File: src/rtl/cmos_dvp_pattern_tx.sv
// DVP sensor emulator: vsync/href/8-bit gray test patterns with programmable size and blanking.
// Latency: outputs are registered one cycle behind the internal framing FSM.
// No backpressure: free-running pixel stream; enable is honoured only at frame boundaries.
module cmos_dvp_pattern_tx #(
    parameter int IMAGE_HSIZE = 752,
    parameter int IMAGE_VSIZE = 480,
    parameter int H_BLANK     = 94,
    parameter int VSYNC_WIDTH = 16,
    parameter int V_BACK      = 64,
    parameter int V_FRONT     = 64
) (
    input  logic       clk,
    input  logic       rst,
    input  logic       enable,
    input  logic [1:0] pattern_sel,
    output logic       dvp_vsync,
    output logic       dvp_href,
    output logic [7:0] dvp_data,
    output logic       busy,
    output logic [7:0] frame_cnt
);

    typedef enum logic [2:0] {
        IDLE   = 3'd0,
        VSYNC  = 3'd1,
        VBACK  = 3'd2,
        ACTIVE = 3'd3,
        HBLANK = 3'd4,
        VFRONT = 3'd5
    } state_t;

    state_t      state_q, state_d;
    logic [15:0] cyc_q, cyc_d;
    logic [15:0] x_q, x_d;
    logic [15:0] y_q, y_d;
    logic [1:0]  pat_q;
    logic [7:0]  f_q;
    logic [7:0]  cnt_q;
    logic        latch_start;
    logic        frame_done;
    logic [7:0]  pix;

    always_comb begin
        state_d     = state_q;
        cyc_d       = cyc_q;
        x_d         = x_q;
        y_d         = y_q;
        latch_start = 1'b0;
        frame_done  = 1'b0;
        case (state_q)
            IDLE: begin
                if (enable) begin
                    state_d     = VSYNC;
                    cyc_d       = 16'd0;
                    latch_start = 1'b1;
                end
            end
            VSYNC: begin
                if (cyc_q == 16'(VSYNC_WIDTH - 1)) begin
                    state_d = VBACK;
                    cyc_d   = 16'd0;
                end else begin
                    cyc_d = cyc_q + 16'd1;
                end
            end
            VBACK: begin
                if (cyc_q == 16'(V_BACK - 1)) begin
                    state_d = ACTIVE;
                    cyc_d   = 16'd0;
                    x_d     = 16'd0;
                    y_d     = 16'd0;
                end else begin
                    cyc_d = cyc_q + 16'd1;
                end
            end
            ACTIVE: begin
                if (x_q == 16'(IMAGE_HSIZE - 1)) begin
                    state_d = (y_q == 16'(IMAGE_VSIZE - 1)) ? VFRONT : HBLANK;
                    cyc_d   = 16'd0;
                end else begin
                    x_d = x_q + 16'd1;
                end
            end
            HBLANK: begin
                if (cyc_q == 16'(H_BLANK - 1)) begin
                    state_d = ACTIVE;
                    cyc_d   = 16'd0;
                    x_d     = 16'd0;
                    y_d     = y_q + 16'd1;
                end else begin
                    cyc_d = cyc_q + 16'd1;
                end
            end
            VFRONT: begin
                if (cyc_q == 16'(V_FRONT - 1)) begin
                    frame_done = 1'b1;
                    cyc_d      = 16'd0;
                    if (enable) begin
                        state_d     = VSYNC;
                        latch_start = 1'b1;
                    end else begin
                        state_d = IDLE;
                    end
                end else begin
                    cyc_d = cyc_q + 16'd1;
                end
            end
            default: state_d = IDLE;
        endcase
    end

    always_comb begin
        pix = 8'h00;
        case (pat_q)
            2'd0: pix = x_q[7:0];
            2'd1: pix = y_q[7:0];
            2'd2: pix = (x_q[4] ^ y_q[4]) ? 8'hFF : 8'h00;
            2'd3: pix = x_q[7:0] + y_q[7:0] + f_q;
            default: pix = 8'h00;
        endcase
    end

    always_ff @(posedge clk) begin
        if (rst) begin
            state_q <= IDLE;
            cyc_q   <= 16'd0;
            x_q     <= 16'd0;
            y_q     <= 16'd0;
            pat_q   <= 2'd0;
            f_q     <= 8'd0;
            cnt_q   <= 8'd0;
        end else begin
            state_q <= state_d;
            cyc_q   <= cyc_d;
            x_q     <= x_d;
            y_q     <= y_d;
            if (frame_done) begin
                cnt_q <= cnt_q + 8'd1;
            end
            // The next frame's pattern-3 offset must include the count of the frame just closed.
            if (latch_start) begin
                pat_q <= pattern_sel;
                f_q   <= frame_done ? (cnt_q + 8'd1) : cnt_q;
            end
        end
    end

    always_ff @(posedge clk) begin
        if (rst) begin
            dvp_vsync <= 1'b0;
            dvp_href  <= 1'b0;
            dvp_data  <= 8'h00;
            busy      <= 1'b0;
            frame_cnt <= 8'd0;
        end else begin
            dvp_vsync <= (state_q == VSYNC);
            dvp_href  <= (state_q == ACTIVE);
            dvp_data  <= (state_q == ACTIVE) ? pix : 8'h00;
            busy      <= (state_q != IDLE);
            frame_cnt <= cnt_q;
        end
    end

endmodule

File: config.mk
export PLATFORM = sky130hd
export DESIGN_NAME = cmos_dvp_pattern_tx
export DESIGN_NICKNAME = d
export VERILOG_FILES = /design/src/rtl/cmos_dvp_pattern_tx.sv
export SDC_FILE = /design/constraint.sdc
export NUM_CORES = 1
export LEC_CHECK = 0
export CAP_MARGIN = 30
export CELL_PAD_IN_SITES_DETAIL_PLACEMENT = 0
export CELL_PAD_IN_SITES_GLOBAL_PLACEMENT = 2
export CORE_ASPECT_RATIO = 0.75
export CORE_MARGIN = 2
export CORE_UTILIZATION = 35
export CTS_BUF_LIST = sky130_fd_sc_hd__clkbuf_8
export CTS_CLUSTER_SIZE = 12
export DETAILED_ROUTE_END_ITERATION = 6
export PLACE_DENSITY_LB_ADDON = 0.1
export SYNTH_ARGS = -nofsm -noshare
export SYNTH_HDL_FRONTEND = slang
export SYNTH_SLANG_ARGS = --single-unit
File: constraint.sdc
create_clock -name clk -period 2.9 [get_ports clk]
set_input_delay 0.58 -clock clk [delete_from_list [all_inputs] [get_ports clk]]
set_output_delay 0.58 -clock clk [all_outputs]
set_load 0.03 [all_outputs]
# Yosys cells after proc, flatten, opt, wreduce, memory -nomap -nowiden
# Index checks and enable logic that the tools add are counted.
[totals] n_memories=0 word_cells=81 out_inout_bits=19 mem_bits_ro=0 latch_bits=0 inputBits=5 reg_bits=88 ramBits=0
[op_classes] muxes=29 shift=0 n_eq_ne=20 addsub=6 reduce_logical=12 n_mul=0 bitwise=2 n_div=0 magnitude_cmp=0
[op_table] operator="16-bit 2-to-1 mux" n=9
[op_table] operator="16-bit one-hot mux with 5 select lines" n=1
[op_table] operator="16-bit by 1-bit adder with 16-bit output (second input constant)" n=3
[op_table] operator="16-bit one-hot mux with 3 select lines" n=1
[op_table] operator="16-bit one-hot mux with 2 select lines" n=1
[op_table] operator="8-bit one-hot mux with 4 select lines" n=1
[op_table] operator="3-bit 2-to-1 mux" n=6
[op_table] operator="3-bit one-hot mux with 6 select lines" n=1
[op_table] operator="8-bit adder" n=2
[op_table] operator="16-bit by 10-bit == test with 1-bit output (second input constant)" n=1
[op_table] operator="16-bit by 4-bit == test with 1-bit output (second input constant)" n=1
[op_table] operator="16-bit by 6-bit == test with 1-bit output (second input constant)" n=1
[op_table] operator="16-bit by 7-bit == test with 1-bit output (second input constant)" n=1
[op_table] operator="16-bit by 9-bit == test with 1-bit output (second input constant)" n=1
[op_table] operator="8-bit 2-to-1 mux" n=2
[op_table] operator="2-bit != test (second input constant)" n=7
[op_table] operator="8-bit by 1-bit adder with 8-bit output (second input constant)" n=1
[op_table] operator="3-bit by 2-bit == test with 1-bit output (second input constant)" n=2
[op_table] operator="3-bit == test (second input constant)" n=2
[op_table] operator="1-bit 2-to-1 mux" n=6
[op_table] operator="3-bit AND reduction" n=2
[op_table] operator="6-bit AND reduction" n=1
[op_table] operator="3-bit nonzero test" n=2
[op_table] operator="5-bit nonzero test" n=1
[op_table] operator="11 further kinds" n=13

# Depth between registers and ports, before layout
# Gate-level depths: netlist of run 1.
[logic_depth] depth_word=4 mapped_depth=10 ltp_nobuf=10

# Least setup slack after synthesis of run 1
# Ideal clock, no wire load.
[synth_path] path_kind="flip-flop to flip-flop" from="reg x_q[1]" to="reg dvp_data[7]" path_slack_ns=0.344 synth_period_minus_slack_ns=2.556 setup_time_ns=0.091 path_stages_with_launch=11 required_time_ns=2.809 arrival_time_ns=2.465 path_buffers=0 cell_sequence="dfxtp_1 > inv_1 > fa_1 > inv_1 > ha_1 > fa_1 > a211oi_1 > o21bai_1 > a21oi_1 > xnor2_1 > a311oi_1"
[synth_via] elab_chain_cells=3
[synth_rtl] element="start: declaration" line_no="34" source="logic [15:0] x_q, x_d;"
[synth_rtl] element="start signal: assignment" line_no="127" source="x_q <= 16'd0;"
[synth_rtl] element="start signal: assignment" line_no="135" source="x_q <= x_d;"
[synth_rtl] element="8-bit adder (2 in a row)" line_no="118" source="2'd3: pix = x_q[7:0] + y_q[7:0] + f_q;"
[synth_rtl] element="8-bit one-hot mux with 4 select lines" line_no="114" source="case (pat_q)"
[synth_rtl] element="end signal: assignment" line_no="158" source="dvp_data <= (state_q == ACTIVE) ? pix : 8'h00;"
[synth_rtl] element="end: declaration" line_no="18" source="output logic [7:0] dvp_data,"
# No other way between the ends.
# A chain may end at the register's enable or synchronous reset.

# Worst setup path in the final report of run 1
# Same ends and word-level chain as after synthesis.

==> flow_summary_export.csv, run 1 <==
group,metric,value,unit
timing,fin_worst_skew,0.01323,ns
timing,worst_hold_slack,0.4793,ns
finish,design_area,5644,µm²
critical_path,slowest_delay,0.54,ns
detailed_routing,drc_errors,0,
floorplan,die-area,15070,µm²
timing,setup_violations,0,
detailed_routing,drtIter0Drc,237,
critical_path,start_kind,"flop",
global_routing,grt_pass1_vias,4021,
yosys,ys_ff_latch,88,
detailed_routing,wl,13.16,mm
placed_design,dp_slack,0.2612,ns
critical_path,crit_path_cell_trace,"inv_1 > fa_1 > inv_1 > ha_1 > fa_1 > a211oi_1 > o21bai_1 > a21oi_1 > xnor2_1 > a311oi_1",
critical_path,crit_slowest_cell,"fa_1",
floorplan,die_w,141.1,µm
power,power_density,519.5,nW/µm²
critical_path,reg2reg_to,"dvp_data[7]$_SDFF_PP0_",
critical_path,cp.required,3.18,ns
critical_path,cp.arrival,2.99,ns
global_routing,overflow,0,
placed_design,place_congestion,0.8134,
floorplan,die_y,106.8,µm
clock_tree,clkTransAtPathRegs,0.10,ns
timing,maxSlewViolCount,0,
timing,setup_tns,0,ns
critical_path,ff2ff_setup_slack,0.20,ns
yosys,synth_edf_count,0,
yosys,synth_area,4935,µm²
placed_design,hpwl,9.612,mm
global_routing,grt_usage,17.93,%
clock_tree,cts_root_buf,"clkbuf_8",
clock_tree,htreeDepth,3,
yosys,netlist_instances,573,
clock_tree,cts_tree,"yes",
power,ir_drop,0.2201,mV
clock_tree,cts_num_sinks,88,
timing,final.period_utilization,93.25,%
critical_path,worstSetupPathType,"reg2reg",
yosys,synth_fp_nets,598,
finish,layout-drive-gt1-share,11.88,%
yosys,yosysTopAreaCellShare,35.70,%
detailed_routing,post_drt_wl_per_cell,16.84,µm
clock_tree,clock_path_buffers,2,
timing,max_clock_freq,0.3698,GHz
timing,rsz0062_at_grt,"no",
placed_design,port_buffers,23,
timing,fin_crit,2.704,ns
floorplan,fp-row-count,37,
yosys,synth-main-ff-cell,"dfxtp_1",
yosys,async_flop_share,0,%
detailed_routing,vias_per_cell,5.603,
yosys,yosysUniqueCellTypes,59,
critical_path,reg2regPathDepth,10,
hold_path,hold_start,"y_q[15]$_SDFFE_PP0P_",
hold_path,min_to,"y_q[15]$_SDFFE_PP0P_",
floorplan,core,13750,µm²
global_routing,grt_pass1_wl,21.67,mm
detailed_routing,via_count,4376,
global_routing,grt_start_max_net_pins,45,
yosys,ys_warn_count,0,
hold_path,hold_depth,2,
floorplan,ios,24,
finish,area_delta_synth_final,14.38,%
floorplan,start_util,35.89,%
timing,worst_pin_slew,0.8263,ns
global_routing,antenna_found_initial,0,
detailed_routing,dr.pass1.iters,5,
clock_tree,clkLatencyLatePin,0.37,ns
timing,fin_ws,0.1957,ns
outcome,outcome,"finished clean",
yosys,yosys.area.top_type,"dfxtp_1",
yosys,yosysMostFrequentCell,"dfxtp_1",
critical_path,crit_fanout,3,
critical_path,end_kind,"flop",
flow_run,drv_cap,0,
clock_tree,cts_buffers,9,
finish,n_antenna_cell,0,
yosys,synth_common_cells,"88 x dfxtp_1, 51 x a21oi_1, 36 x nor2_1",
yosys,synthTopCellsByArea,"dfxtp_1 36%, a21oi_1 5.2%, a211oi_1 3.3%, fa_1 3.2%, ha_1 3.0%",
hold_path,hold_class,"reg2reg",
yosys,synth-seq-area-share,35.70,%
detailed_routing,ant_nets,0,
timing,hold_viol,0,
finish,nets,626,
timing,slew_headroom,44.33,%
critical_path,r2r-start,"x_q[1]$_SDFFE_PP0P_",
placed_design,placedInstanceArea,5433,µm²
power,p_leak,1.946,nW
yosys,avgSynthCellArea,8.612,µm²
==> cells by family (layout without fill, tap and decap cells) <==
group,after synthesis,count (layout),share of synthesized area [%]
AOI/OAI and AO/OA,141,141,19.24
muxes,19,19,4.082
xor gates and xnor gates,18,18,3.195
and+or+nand+nor,232,232,26.80
adders and majority gates,20,20,6.288
DFF,88,88,35.70
buffers and inverters,55,88,4.691
==> final cells by class <==
cell class / instances / area (µm²)
Tap cell: 175 / 219.0
Clock inverter: 7 / 72.57
Timing Repair Buffer: 54 / 457.9
Sequential cell: 88 / 1762
Multi-Input combinational cell: 430 / 2942
Inverter: 18 / 67.56
Clock buffer: 9 / 123.9
Fill cell: 1384 / 8105
==> critical path, delay by kind of cell, from the launching register on <==
kind            cells  cell delay [ns]
flops               1             0.34
compound gates      4             0.90
xor+xnor            1             0.09
fa+ha+maj           3             1.18
buf+inv             2             0.11
==> worst max path at each step <==
stage,from,end,slack [ns],cells past startpoint
floorplan,x_q[1]$_SDFFE_PP0P_,dvp_data[7]$_SDFF_PP0_,0.34,10
global placement,x_q[1]$_SDFFE_PP0P_,dvp_data[7]$_SDFF_PP0_,0.27,10
detailed placement,x_q[1]$_SDFFE_PP0P_,dvp_data[7]$_SDFF_PP0_,0.26,10
CTS,x_q[1]$_SDFFE_PP0P_,dvp_data[7]$_SDFF_PP0_,0.22,10
global route,x_q[1]$_SDFFE_PP0P_,dvp_data[7]$_SDFF_PP0_,0.02,10
finish,x_q[1]$_SDFFE_PP0P_,dvp_data[7]$_SDFF_PP0_,0.20,10
==> per-layer routing <==
| layer | vias to the layer above | global-route usage, % | share of wire, % |
|---|---|---|---|
| li1 | 2176 | - | - |
| met1 | 2104 | 26.75 | 53 |
| met2 | 89 | 26.87 | 43 |
| met3 | 7 | 3.662 | 3.8 |
| met4 | 0 | 3.286 | 0.61 |
| met5 | - | 0 | 0 |
==> per-stage QoR <==
stage	power, mW	cells	utilization, %
after detailed placement	2.096	763	39.51
final	2.932	781	41.05
after CTS	2.963	779	40.94
after global placement	2.093	763	39.51
after global routing	3.110	781	41.05
after floorplan	1.842	573	-
==> sequential cells by signal, summed over array words and instances (netlist names), 2 cells and up <==
name	cells
cnt_q	8
cyc_q	16
dvp_data	8
f_q	8
frame_cnt	8
pat_q	2
state_q	3
x_q	16
y_q	16
==> report_power, final <==
group | switching (mW) | internal (mW)
clock network | 0.526 | 0.339
logic | 0.417 | 0.276
registers | 0.102 | 1.27
total | 1.04 | 1.89
==> layout by cell type, fill, tap and decap left out, types with 9 or more instances in the layout <==
| cell | count |
|---|---|
| clkdlybuf4s50_1 | 22 |
| dfxtp_1 | 88 |
| mux2i_1 | 10 |
| buf_4 | 31 |
| nor3_1 | 29 |
| mux2_2 | 9 |
| or4_1 | 11 |
| and3_1 | 9 |
| a21oi_1 | 51 |
| a211oi_1 | 22 |
| nand2b_1 | 10 |
| nand2_1 | 31 |
| nand3_1 | 23 |
| or3_1 | 9 |
| nor4_1 | 9 |
| inv_1 | 18 |
| nor3b_1 | 11 |
| nand4_1 | 17 |
| nor2_1 | 36 |
| clkbuf_8 | 9 |
| nor2b_1 | 11 |
| xnor2_1 | 13 |
| o21ai_0 | 17 |
| ha_1 | 12 |
==> timing repair <==
| item | 4_1_cts | 5_1_grt |
|---|---|---|
| endpoints found under the setup margin | 0 | 2 |
| hold buffers | 0 | 0 |
| setup buffers | 0 | 2 |
| hold endpoints to repair | 0 | 0 |
| gates resized for setup | 0 | 0 |
No activity file was read; power rests on OpenSTA's default activity.
==> inputs of run 2 (changes only) <==
- CORE_ASPECT_RATIO: 0.75 -> 2
- CORE_MARGIN: 2 -> not set
==> flow_summary_export.csv, run 2 (synthesized netlist as in run 1, its figures left out) <==
group,metric,value,unit
detailed_routing,wl,13.92,mm
critical_path,crit_fanout,3,
timing,rsz0062_at_grt,"no",
global_routing,grt_pass1_wl,22.63,mm
power,power_density,523.6,nW/µm²
timing,final.period_utilization,92.67,%
finish,area_delta_synth_final,14.15,%
placed_design,place_congestion,0.7995,
floorplan,ios,24,
critical_path,cp.arrival,2.98,ns
floorplan,start_util,35.72,%
power,design_power_total,2.950,mW
critical_path,worstSetupPathType,"reg2reg",
finish,final_cell_mix,"88 x dfxtp_1, 51 x a21oi_1, 36 x nor2_1",
global_routing,met1_usage,21.79,%
global_routing,grt_usage,20.32,%
flow_run,drv_cap,0,
timing,setup_tns,0,ns
timing,hold_viol,0,
timing,setup_violations,0,
clock_tree,cts_buffers,9,
finish,final_common_cell,"dfxtp_1",
clock_tree,postCtsHoldBufs,0,
finish,nFillCells,1437,
detailed_routing,drc_errors,0,
floorplan,die_w,85.96,µm
critical_path,end_kind,"flop",
finish,final_util,40.78,%
timing,maxSlewViolCount,0,
global_routing,antenna_found_initial,0,
clock_tree,cts_setup_buffers,0,
clock_tree,clkTransAtPathRegs,0.11,ns
detailed_routing,post_drt_wl_per_cell,17.65,µm
timing,fin_crit,2.687,ns
placed_design,placedInstanceArea,5433,µm²
detailed_routing,vias_per_cell,5.483,
clock_tree,clock_path_buffers,2,
floorplan,die-area,14610,µm²
detailed_routing,ant_nets,0,
global_routing,grt_pass1_vias,4252,
finish,design_area,5633,µm²
timing,worst_pin_slew,0.6985,ns
hold_path,hold_class,"reg2reg",
global_routing,overflow,0,
critical_path,start_kind,"flop",
finish,layout-drive-gt1-share,11.00,%
global_routing,grt.met3_usage,2.910,%
floorplan,fp-row-count,61,
placed_design,port_buffers,23,
placed_design,hpwl,10.53,mm
detailed_routing,via_count,4326,
clock_tree,cts_resized,0,
timing,slew_headroom,53.34,%
clock_tree,cts_tree,"yes",
timing,fin_worst_skew,0.01417,ns
global_routing,grt_start_max_net_pins,38,
power,ir_drop,0.2542,mV
critical_path,cp.required,3.19,ns
finish,nets,620,
clock_tree,clkLatencyLatePin,0.38,ns
clock_tree,cts_num_sinks,88,
outcome,outcome,"finished clean",
clock_tree,htreeDepth,3,
finish,n_antenna_cell,0,
timing,max_clock_freq,0.3721,GHz
detailed_routing,dr.pass1.iters,4,
detailed_routing,drtIter0Drc,147,
global_routing,grt_use_met2,38.92,%
power,p_leak,1.923,nW
floorplan,die_y,169.9,µm
global_routing,busiest_layer,"met2",
floorplan,core,13810,µm²
clock_tree,cts_root_buf,"clkbuf_8",
finish,top_regs,"cyc_q (16), x_q (16), y_q (16)",
run 2: changes by cell type in the layout (fill, tap and decap cells not counted):
cell,delta
inv_8,+1
clkinvlp_4,-1
buf_4,-7
inv_6,+1
buf_12,+1
clkinv_4,-1
run 2: critical path, stage by stage (launching register included):
cell and delay (ns):
dfxtp_1 0.34, inv_1 0.06, fa_1 0.53, inv_1 0.04
ha_1 0.21, fa_1 0.43, a211oi_1 0.33, o21bai_1 0.12
a21oi_1 0.19, xnor2_1 0.09, a311oi_1 0.27
run 2: metrics by stage:
stage / worst slack, ns / instances / hold slack, ns
after floorplan: 0.3441 / 573 / 0.4383
after global placement: 0.3271 / 773 / 0.4560
after detailed placement: 0.2252 / 773 / 0.4664
after CTS: 0.2043 / 789 / 0.4810
after global routing: 0.06865 / 789 / 0.5108
final: 0.2127 / 789 / 0.4724
run 2: area by class of cell:
class | instances | area, µm² | area share [%]
clock buffer | 9 | 123.9 | 2.199
multi-input combinational | 430 | 2942 | 52.22
tap | 189 | 236.5 | 4.198
timing repair buffer | 48 | 425.4 | 7.552
inverter | 18 | 67.56 | 1.199
clock inverter | 7 | 76.32 | 1.355
sequential | 88 | 1762 | 31.28
run 2: metal layers:
layer	routed length (µm)	vias up	share of wire (%)
met1	5514	2087	40
met2	7793	54	56
met4	350	0	2.5
li1	-	2166	-
met3	264	19	1.9
met5	0	-	0
run 2: final timing paths:
path              slack (ns)  cells after the start                 start                      to
setup / recovery        0.21                     10   x_q[1]$_SDFFE_PP0P_  dvp_data[7]$_SDFF_PP0_
hold / removal          0.47                      2  y_q[15]$_SDFFE_PP0P_    y_q[15]$_SDFFE_PP0P_
setup reg to reg        0.21                     10   x_q[1]$_SDFFE_PP0P_  dvp_data[7]$_SDFF_PP0_
hold reg to reg         0.47                      2  y_q[15]$_SDFFE_PP0P_    y_q[15]$_SDFFE_PP0P_
run 2: power by group:
part	internal [mW]	leakage, nW	switching (mW)	total [mW]
combinational	0.263	1.11	0.427	0.689
sequential	1.27	0.711	0.0870	1.36
clock	0.347	0.103	0.554	0.901
